### config.mk
export PLATFORM = sky130hd
export DESIGN_NAME = isqrt_seq
export DESIGN_NICKNAME = d
export VERILOG_FILES = /design/src/rtl/isqrt_seq.sv
export SDC_FILE = /design/constraint.sdc
export NUM_CORES = 1
export LEC_CHECK = 0
export CAP_MARGIN = 0
export CORE_AREA = 2 2 74 48
export DETAILED_ROUTE_END_ITERATION = 12
export DIE_AREA = 0 0 76 50
export PLACE_DENSITY = 0.74
export SLEW_MARGIN = 5
export SYNTH_ARGS = -nofsm -noshare
export SYNTH_HDL_FRONTEND = slang
export SYNTH_SLANG_ARGS = --single-unit
### constraint.sdc
create_clock -name clock -period 3.13 [get_ports clock]
set_input_delay 0.939 -clock clock [delete_from_list [all_inputs] [get_ports clock]]
set_output_delay 0.939 -clock clock [all_outputs]
set_load 0.1 [all_outputs]
### src/rtl/isqrt_seq.sv
// isqrt_seq: sequential restoring integer square root.
// One root bit per clock; root/remainder registered at completion.
module isqrt_seq #(
    parameter int WIDTH = 8
) (
    input  logic               clock,
    input  logic               reset_n,
    input  logic               start,
    input  logic [WIDTH-1:0]   radicand,
    output logic               busy,
    output logic               done,
    output logic [WIDTH/2-1:0] root,
    output logic [WIDTH/2:0]   remainder
);

    localparam int H  = WIDTH / 2;
    localparam int CW = (H > 1) ? $clog2(H) : 1;

    generate
        if (WIDTH < 2 || (WIDTH % 2) != 0) begin : g_bad_width
            $error("isqrt_seq: WIDTH must be even and at least 2");
        end
    endgenerate

    typedef enum logic [1:0] {
        IDLE,
        RUN,
        DONE
    } state_t;

    state_t         state;
    logic [WIDTH-1:0] op_q;
    logic [H-1:0]   root_q;
    logic [H:0]     rem_q;
    logic [CW-1:0]  cnt;

    logic [1:0]     pair;
    logic [H+2:0]   shifted;
    logic [H+2:0]   sub_val;
    logic [H+2:0]   trial;
    logic           neg;
    logic [H-1:0]   root_nx;
    logic [H:0]     rem_nx;
    logic           unused_msb;

    // Kept one bit wider than the sign position so nothing is ever lost.
    assign pair       = op_q[WIDTH-1 -: 2];
    assign shifted    = {rem_q, pair};
    assign sub_val    = {1'b0, root_q, 2'b01};
    assign trial      = shifted - sub_val;
    assign neg        = trial[H+2];
    assign root_nx    = neg ? (root_q << 1) : ((root_q << 1) | H'(1));
    assign rem_nx     = neg ? shifted[H:0] : trial[H:0];
    assign unused_msb = trial[H+1];

    always_ff @(posedge clock or negedge reset_n) begin
        if (!reset_n) begin
            state     <= IDLE;
            op_q      <= '0;
            root_q    <= '0;
            rem_q     <= '0;
            cnt       <= '0;
            busy      <= 1'b0;
            done      <= 1'b0;
            root      <= '0;
            remainder <= '0;
        end else begin
            unique case (state)
                IDLE, DONE: begin
                    done <= 1'b0;
                    if (start) begin
                        op_q   <= radicand;
                        root_q <= '0;
                        rem_q  <= '0;
                        cnt    <= CW'(H - 1);
                        busy   <= 1'b1;
                        state  <= RUN;
                    end else begin
                        busy  <= 1'b0;
                        state <= IDLE;
                    end
                end
                RUN: begin
                    op_q   <= op_q << 2;
                    root_q <= root_nx;
                    rem_q  <= rem_nx;
                    cnt    <= cnt - 1'b1;
                    if (cnt == '0) begin
                        root      <= root_nx;
                        remainder <= rem_nx;
                        busy      <= 1'b0;
                        done      <= 1'b1;
                        state     <= DONE;
                    end
                end
                default: begin
                    busy  <= 1'b0;
                    done  <= 1'b0;
                    state <= IDLE;
                end
            endcase
        end
    end

endmodule

==> After elaboration in Yosys (flattened, before gate mapping) <==
Index checks and enable logic that the tools add are counted.
{ "totals": {"mem_bits_ro": 0, "mem_count": 0, "wordCells": 39, "ramBits": 0, "reg_bits": 32, "latchBits": 0, "input_bits": 11} }
{ "op_classes": {"addsub": 2, "n_shift": 0, "order_cmp": 0, "n_mux": 18, "n_mul": 0, "eq_ne": 4, "n_bitwise": 0, "n_reduce_logical": 6, "div_mod_pow": 0} }
{ "op_table": {"columns": ["operator", "n"], "rows": [
  ["one-hot mux 8 bit (2 select lines)", 1],
  ["two-way mux 5 bit", 2],
  ["one-hot mux 5 bit (2 select lines)", 1],
  ["two-way mux 8 bit", 1],
  ["one-hot mux 2 bit (2 select lines)", 2],
  ["one-hot mux 4 bit (2 select lines)", 1],
  ["subtractor 7 x 6 -> 7 bit", 1],
  ["two-way mux 1 bit", 6],
  ["zero test 2 bit", 2],
  ["two-way mux 2 bit", 2],
  ["two-way mux 4 bit", 1],
  ["!= test 2 bit, second input constant", 2],
  ["AND reduction 2 bit", 2],
  ["== test 2 x 1 -> 1 bit, second input constant", 1],
  ["== test 2 bit, second input constant", 1],
  ["one-hot mux 1 bit (2 select lines)", 1],
  ["nonzero test 2 bit", 1],
  ["OR reduction 2 bit", 1],
  ["subtractor 2 x 1 -> 2 bit, second input constant", 1]
]} }

==> Logic depth before layout (Yosys ltp) <==
Gate-level depths: netlist of the first run.
{ "logic_depth": {"word_depth": 4, "depth_mapped": 7, "ltp_nobuf": 7} }

==> Worst setup path before layout of the first run <==
No wires, ideal clock.
{ "synth_path": {"path_kind": "reg-to-reg", "start": "reg rem_q[0]", "end": "reg remainder[1]", "setup_slack_ns": 1.030, "t_required_ns": 3.004, "path_buffers": 0, "t_arrival_ns": 1.973, "stages_incl_launch_ff": 7, "synth_period_minus_slack_ns": 2.100, "setup_time_ns": 0.126, "path_cell_list": "dfrtp_1 > ha_1 > nor2b_1 > o311a_1 > a311oi_4 > mux2i_1 > mux2_4"} }
{ "synth_via": {"elab_chain_cells": 2} }
{ "synth_lines": {"columns": ["element", "line", "text"], "rows": [
  ["start: declaration", "34", "logic [H:0] rem_q;"],
  ["start signal: assignment", "86", "rem_q <= rem_nx;"],
  ["subtractor 7 x 6 -> 7 bit", "50", "assign trial = shifted - sub_val;"],
  ["two-way mux 5 bit", "53", "assign rem_nx = neg ? shifted[H:0] : trial[H:0];"],
  ["end signal: assignment", "90", "remainder <= rem_nx;"],
  ["end: declaration", "13", "output logic [WIDTH/2:0] remainder"]
]} }
No other way between the ends.
A chain may end at the register's enable or synchronous reset.

==> Worst setup path after layout of the first run <==
{ "layout_path": {"start": "reg rem_q[0]", "end": "reg rem_q[2]"} }
{ "layout_via": {"elab_chain_cells": 3} }
{ "layout_lines": {"columns": ["element", "line", "text"], "rows": [
  ["subtractor 7 x 6 -> 7 bit", "50", null],
  ["two-way mux 5 bit *", "53", null],
  ["one-hot mux 5 bit (2 select lines) *", "68", "unique case (state)"]
]} }
Every way passes the cells marked *; elsewhere a longest branch is shown, timed or not.

==> results.md, run 1 <==
* Slew headroom at 0.657
* Hold EP: cnt[0]$_DFFE_PN0P_
* Worst Hold Path Cells at 1
* Final worst-path cycle share at 0.773
* Worst Tran Pin Value at 510 ps
* ANT cells at 0
* Hold Crit Class: reg2reg
* Post-synthesis sequential area ratio at 0.521
* Slowest stage delay, CP at 490 ps
* Max Cap Viol at 0
* Die area at around 3800 µm²
* Initial Util at 0.480
* Largest net degree at the start of global routing at 32
* Mapped Area at 1490 µm²
* Kind of critical path: reg2reg
* Max Freq at 413 MHz
* Synth Register Bits at 31
* Residual DRC at 0
* Crit-path slowest cell: a311oi_4
* Die height at approximately 50 µm
* Drt via density at 5.31
* Detail Placement HPWL at 2.32 mm
* Total core area at slightly above 3000 µm²
* Mapped Nets at 158
* Cts repair resizes at 0
* Clock Skew at 3.38 ps
* Clock Path Buffers at 2
* Fin crit period at 2420 ps
* Post-synth ARST share at 1.00
* Row cnt at 16
* Clock slew at reported path FFs at around 70 ps
* Vias in the first global route at 1103
* Antenna violations before repair at 0
* Slew Limit Fails at 0
* RSZ-0062 raised after global routing: no
* Drt pass-1 iters at 4
* R2R Path End: rem_q[2]$_DFFE_PN0P_
* Root buffer cell: clkbuf_8
* Fin. Hold Viols at 0
* Setup TNS at 0 ps
* Post-synth top flop: dfrtp_1
* Sink Count at 31
* Cell variety after synth at 30
* GP Congestion at 0.815
* Vias at about 1100
* Worst skew pair latency at 290 ps
* Gr usage total at 0.189
* Status: finished, final reports clean
* Die width at 76 µm
* H-tree Lvls at 2
* Top Ports at 22
* Global-route wire length before repair at 5.33 mm
* CTS tree: done
* Worst EP arrival at roughly 2600 ps
* Reg2reg start: rem_q[0]$_DFFE_PN0P_
* CTS Hold Buffers Added at 0
* Worst reg2reg path depth at 6
* CP Capture Type: flip-flop
* Total gr overflow at 0
* Cell taking the most area after synthesis: dfrtp_1
* CP Cell Sequence: ha_1, nor2b_1, o311a_1, a311oi_4, mux2i_1, o21ai_1
* Crit-path max FO at 6
* Ys Warns at 0
* Final antenna-violating net count at 0
* WL/cell at 14.7 µm
* Number of synthesized flops with an enable pin at 0
* Syn_area_per_cell at approximately 11 µm²
* Port buffer count at 21
* Req. time, crit path at between 3000 and 4000 ps
* Layout cells sized above 1 at 0.139
* Post-synth top cells: dfrtp_1 (31), nand2_1 (14), inv_1 (9), o21ai_0 (9), nor2_1 (8)
* Fillcell total at 269
* Area Growth Syn to Fin at 22.7%
* DRT iter0 DRCs at 54
* CTS buffer count at 5
* Flop-to-flop setup slack at 710 ps
* Yosys top cell area share at 0.521
* Final Setup Violations at 0
* Routed wire length at 3.10 mm
* Hold_sp: cnt[0]$_DFFE_PN0P_
* Synth Instances at 141
* Startpoint types: flip-flop
* Synth top area cells: dfrtp_1 (52%), ha_1 (5.0%), mux2i_1 (4.0%)
* Final nets at roughly 180
* Most common cell in the netlist: dfrtp_1
* Post CTS Setup Buffer Count at 0
-- layout by cell type (no fill, tap or decap), types with 2 or more instances in the layout --
cell	count
a211oi_1	3
a21oi_1	5
a22o_1	3
a22oi_1	3
buf_4	12
clkbuf_8	6
clkdlybuf4s50_1	10
dfrtp_1	31
ha_1	6
inv_1	9
mux2i_1	6
nand2_1	14
nand2b_1	2
nor2_1	8
nor2b_1	7
o21a_1	3
o21ai_0	9
o21ai_1	7
o22ai_1	5
xnor2_1	4
-- flip-flops by register name (all words and copies together), names as in the netlist --
signal and count:
root_q 4, state 2, busy 1, op_q 8, rem_q 5, remainder 5, cnt 2, root 4
-- kinds of logic (layout without fill, tap and decap cells) --
kind of cell               count (synthesis)  count (layout)  share of synthesized area
DFF                                       31              31                      0.521
xor gates and xnor gates                   5               5                     0.0294
adders and majority gates                  6               6                     0.0504
AOI/OAI and AO/OA                         44              44                      0.200
and+or+nand+nor                           34              34                      0.108
buffers and inverters                     14              39                     0.0403
muxes                                      7               7                     0.0504
-- layout make-up --
class,count,area (µm²),area share
clock buffers,6,82.6,0.0452
clock inverters,2,35.0,0.0192
inverters,9,33.8,0.0185
multi-input cells,96,653,0.358
flip-flops and latches,31,776,0.425
well taps,45,56.3,0.0308
repair buffers,22,190,0.104
-- worst max-delay path by stage --
stage	endpoint	from	slack (ps)	depth (start not counted)
final	rem_q[2]$_DFFE_PN0P_	rem_q[0]$_DFFE_PN0P_	710	6
after global routing	remainder[3]$_DFFE_PN0P_	root_q[0]$_DFFE_PN0P_	600	7
after floorplan	remainder[1]$_DFFE_PN0P_	rem_q[0]$_DFFE_PN0P_	1030	6
after detailed placement	rem_q[1]$_DFFE_PN0P_	start	510	4
after CTS	rem_q[2]$_DFFE_PN0P_	root_q[0]$_DFFE_PN0P_	740	7
after global placement	rem_q[1]$_DFFE_PN0P_	start	640	4
-- stage by stage --
stage | area, µm² | hold slack (ps) | utilization | cells | setup WS [ps]
detailed placement | 1710 | 474 | 0.551 | 203 | 513
global route | 1830 | 511 | 0.589 | 211 | 595
floorplan | 1490 | 440 | - | 141 | 1030
global placement | 1710 | 458 | 0.551 | 203 | 640
finish | 1830 | 486 | 0.589 | 211 | 710
CTS | 1830 | 485 | 0.589 | 211 | 739
-- worst max-delay path, delay by kind of cell (launching register included) --
family,cells,cell delay [ps]
AOI/OAI and AO/OA,3,930
adders and majority gates,1,350
DFF,1,410
muxes,1,420
and+or+nand+nor,1,170
-- per-layer routing --
layer	global-route usage	wire, µm
met3	0.0586	153
met4	0.103	104
met5	0	0
met1	0.264	1620
met2	0.260	1230
Power of run 1 is not shown: default switching activity piles up to over one toggle a cycle in this logic, so the estimate is an artifact.
==> run 2, diff against run 1 <==
==> constraint.sdc (replaced) <==
create_clock -name clock -period 2.3 [get_ports clock]
set_input_delay 0.69 -clock clock [delete_from_list [all_inputs] [get_ports clock]]
set_output_delay 0.69 -clock clock [all_outputs]
set_load 0.1 [all_outputs]
==> results.md, run 2 (synthesized netlist as in run 1, its figures left out) <==
* Status: finished, final reports clean
* Drt via density at around 5
* Final core occ at 0.615
* CTS Hold Buffers Added at 0
* Gr usage total at 0.186
* Drt pass-1 iters at 4
* ANT cells at 0
* Req. time, crit path at 2460 ps
* Final antenna-violating net count at 0
* Final nets at 191
* Crit-path slowest cell: dfrtp_1
* Cts repair resizes at 0
* Most frequent cells in the layout: dfrtp_1 (31), buf_4 (20), nand2_1 (14)
* CP Cell Sequence: inv_1, ha_1, nor2b_1, o311a_1, a311oi_4, buf_4, mux2i_1, mux2_4
* CTS buffer count at 5
* Final Setup Violations at 0
* Biggest regs: op_q x8, rem_q x5, remainder x5
* Row cnt at 16
* Startpoint types: flip-flop
* Antenna violations before repair at 0
* Design area at 1910 µm²
* Clock Skew at 7.80 ps
* Global route hottest layer: met1
* Clock slew at reported path FFs at 70 ps
* Die height at 50 µm
* Clock Path Buffers at 2
* Largest Register: op_q
* Flop-to-flop setup slack at 120 ps
* Placed Area at 1790 µm²
* Final worst-path cycle share at 0.948
* Max Freq at 459 MHz
* Global-route wire length before repair at 5.46 mm
* Largest net degree at the start of global routing at 32
* H-tree Lvls at 2
* Slew Limit Fails at 0
* Seq. cell area at 776 µm²
* Total gr overflow at 0
* Crit-path max FO at 6
* Sink Count at 31
* Root buffer cell: clkbuf_8
* Die width at 76 µm
* RSZ-0062 raised after global routing: no
* Area of the multi-input gates at approximately 650 µm²
* Slew headroom at 0.706
* Area Growth Syn to Fin at 28.1%
* Routed wire length at between 3 and 4 mm
* Die area at 3800 µm²
* Met2 Track Usage GR at 0.262
* Post CTS Setup Buffer Count at 0
* Worst Tran Pin Value at 440 ps
* Max Cap Viol at 0
* Total core area at 3100 µm²
* Worst skew pair latency at approximately 280 ps
* Fin. Hold Viols at 0
* Worst EP arrival at 2340 ps
* Layout cells sized above 1 at 0.183
* Met1 usage at 0.286
* Slowest stage delay, CP at ~370 ps
* Commonest non-fill, non-tap cell in the layout: dfrtp_1
* Hold Crit Class: reg2reg
* Detail Placement HPWL at 2.42 mm
* CP Capture Type: flip-flop
* Hold Slack at 477 ps
* GR Util met3 at 0.0549
* CTS tree: done
* Port buffer count at 21
* Max reg flops at 8
* Initial Util at 0.480
* Kind of critical path: reg2reg
* Residual DRC at 0
* Vias at 1129
* Setup TNS at 0 ps
* DRT iter0 DRCs at 62
* Fillcell total at 262
* GP Congestion at 0.833
* Top Ports at 22
* Vias in the first global route at 1130
* WL/cell at 14.4 µm
* Fin crit period at 2180 ps
run 2: changes by cell type in the layout (fill, tap and decap cells not counted):
cell	change
buf_12	+1
buf_4	+8
run 2: area by class of cell:
type | instances | area share
inverter | 9 | 0.0177
tap | 45 | 0.0295
multi-input combinational | 96 | 0.343
sequential | 31 | 0.407
clock buffer | 6 | 0.0433
timing repair buffer | 31 | 0.142
clock inverter | 2 | 0.0184
run 2: metrics by stage:
step | setup WS, ps | instances
floorplan | 200 | 141
global placement | 192 | 212
detailed placement | 146 | 212
CTS | 135 | 220
global route | 3.86 | 220
finish | 121 | 220
run 2: worst max-delay path, delay by kind of cell, from the launching register on:
kind / cells / cell delay [ps]
mux: 2 / 360
fa+ha+maj: 1 / 280
compound gates: 2 / 570
simple gates: 1 / 170
buf+inv: 2 / 310
flops: 1 / 370
run 2: final timing paths:
check                                           start                  endpoint  depth (start not counted)
worst max-delay path            root_q[0]$_DFFE_PN0P_  remainder[1]$_DFFE_PN0P_                          8
worst min-delay path               cnt[0]$_DFFE_PN0P_        cnt[0]$_DFFE_PN0P_                          1
worst max register to register  root_q[0]$_DFFE_PN0P_  remainder[1]$_DFFE_PN0P_                          8
worst min register to register     cnt[0]$_DFFE_PN0P_        cnt[0]$_DFFE_PN0P_                          1
max in group asynchronous                     reset_n        cnt[1]$_DFFE_PN0P_                          2
min in group asynchronous                     reset_n       op_q[3]$_DFFE_PN0P_                          2
run 2: metal layers:
| layer | vias to the layer above | share of wire |
|---|---|---|
| li1 | 563 | - |
| met4 | 0 | 0 |
| met1 | 539 | 0.52 |
| met2 | 27 | 0.43 |
| met3 | 0 | 0.049 |
| met5 | - | 0 |
Power of run 2 is left out for the same reason.
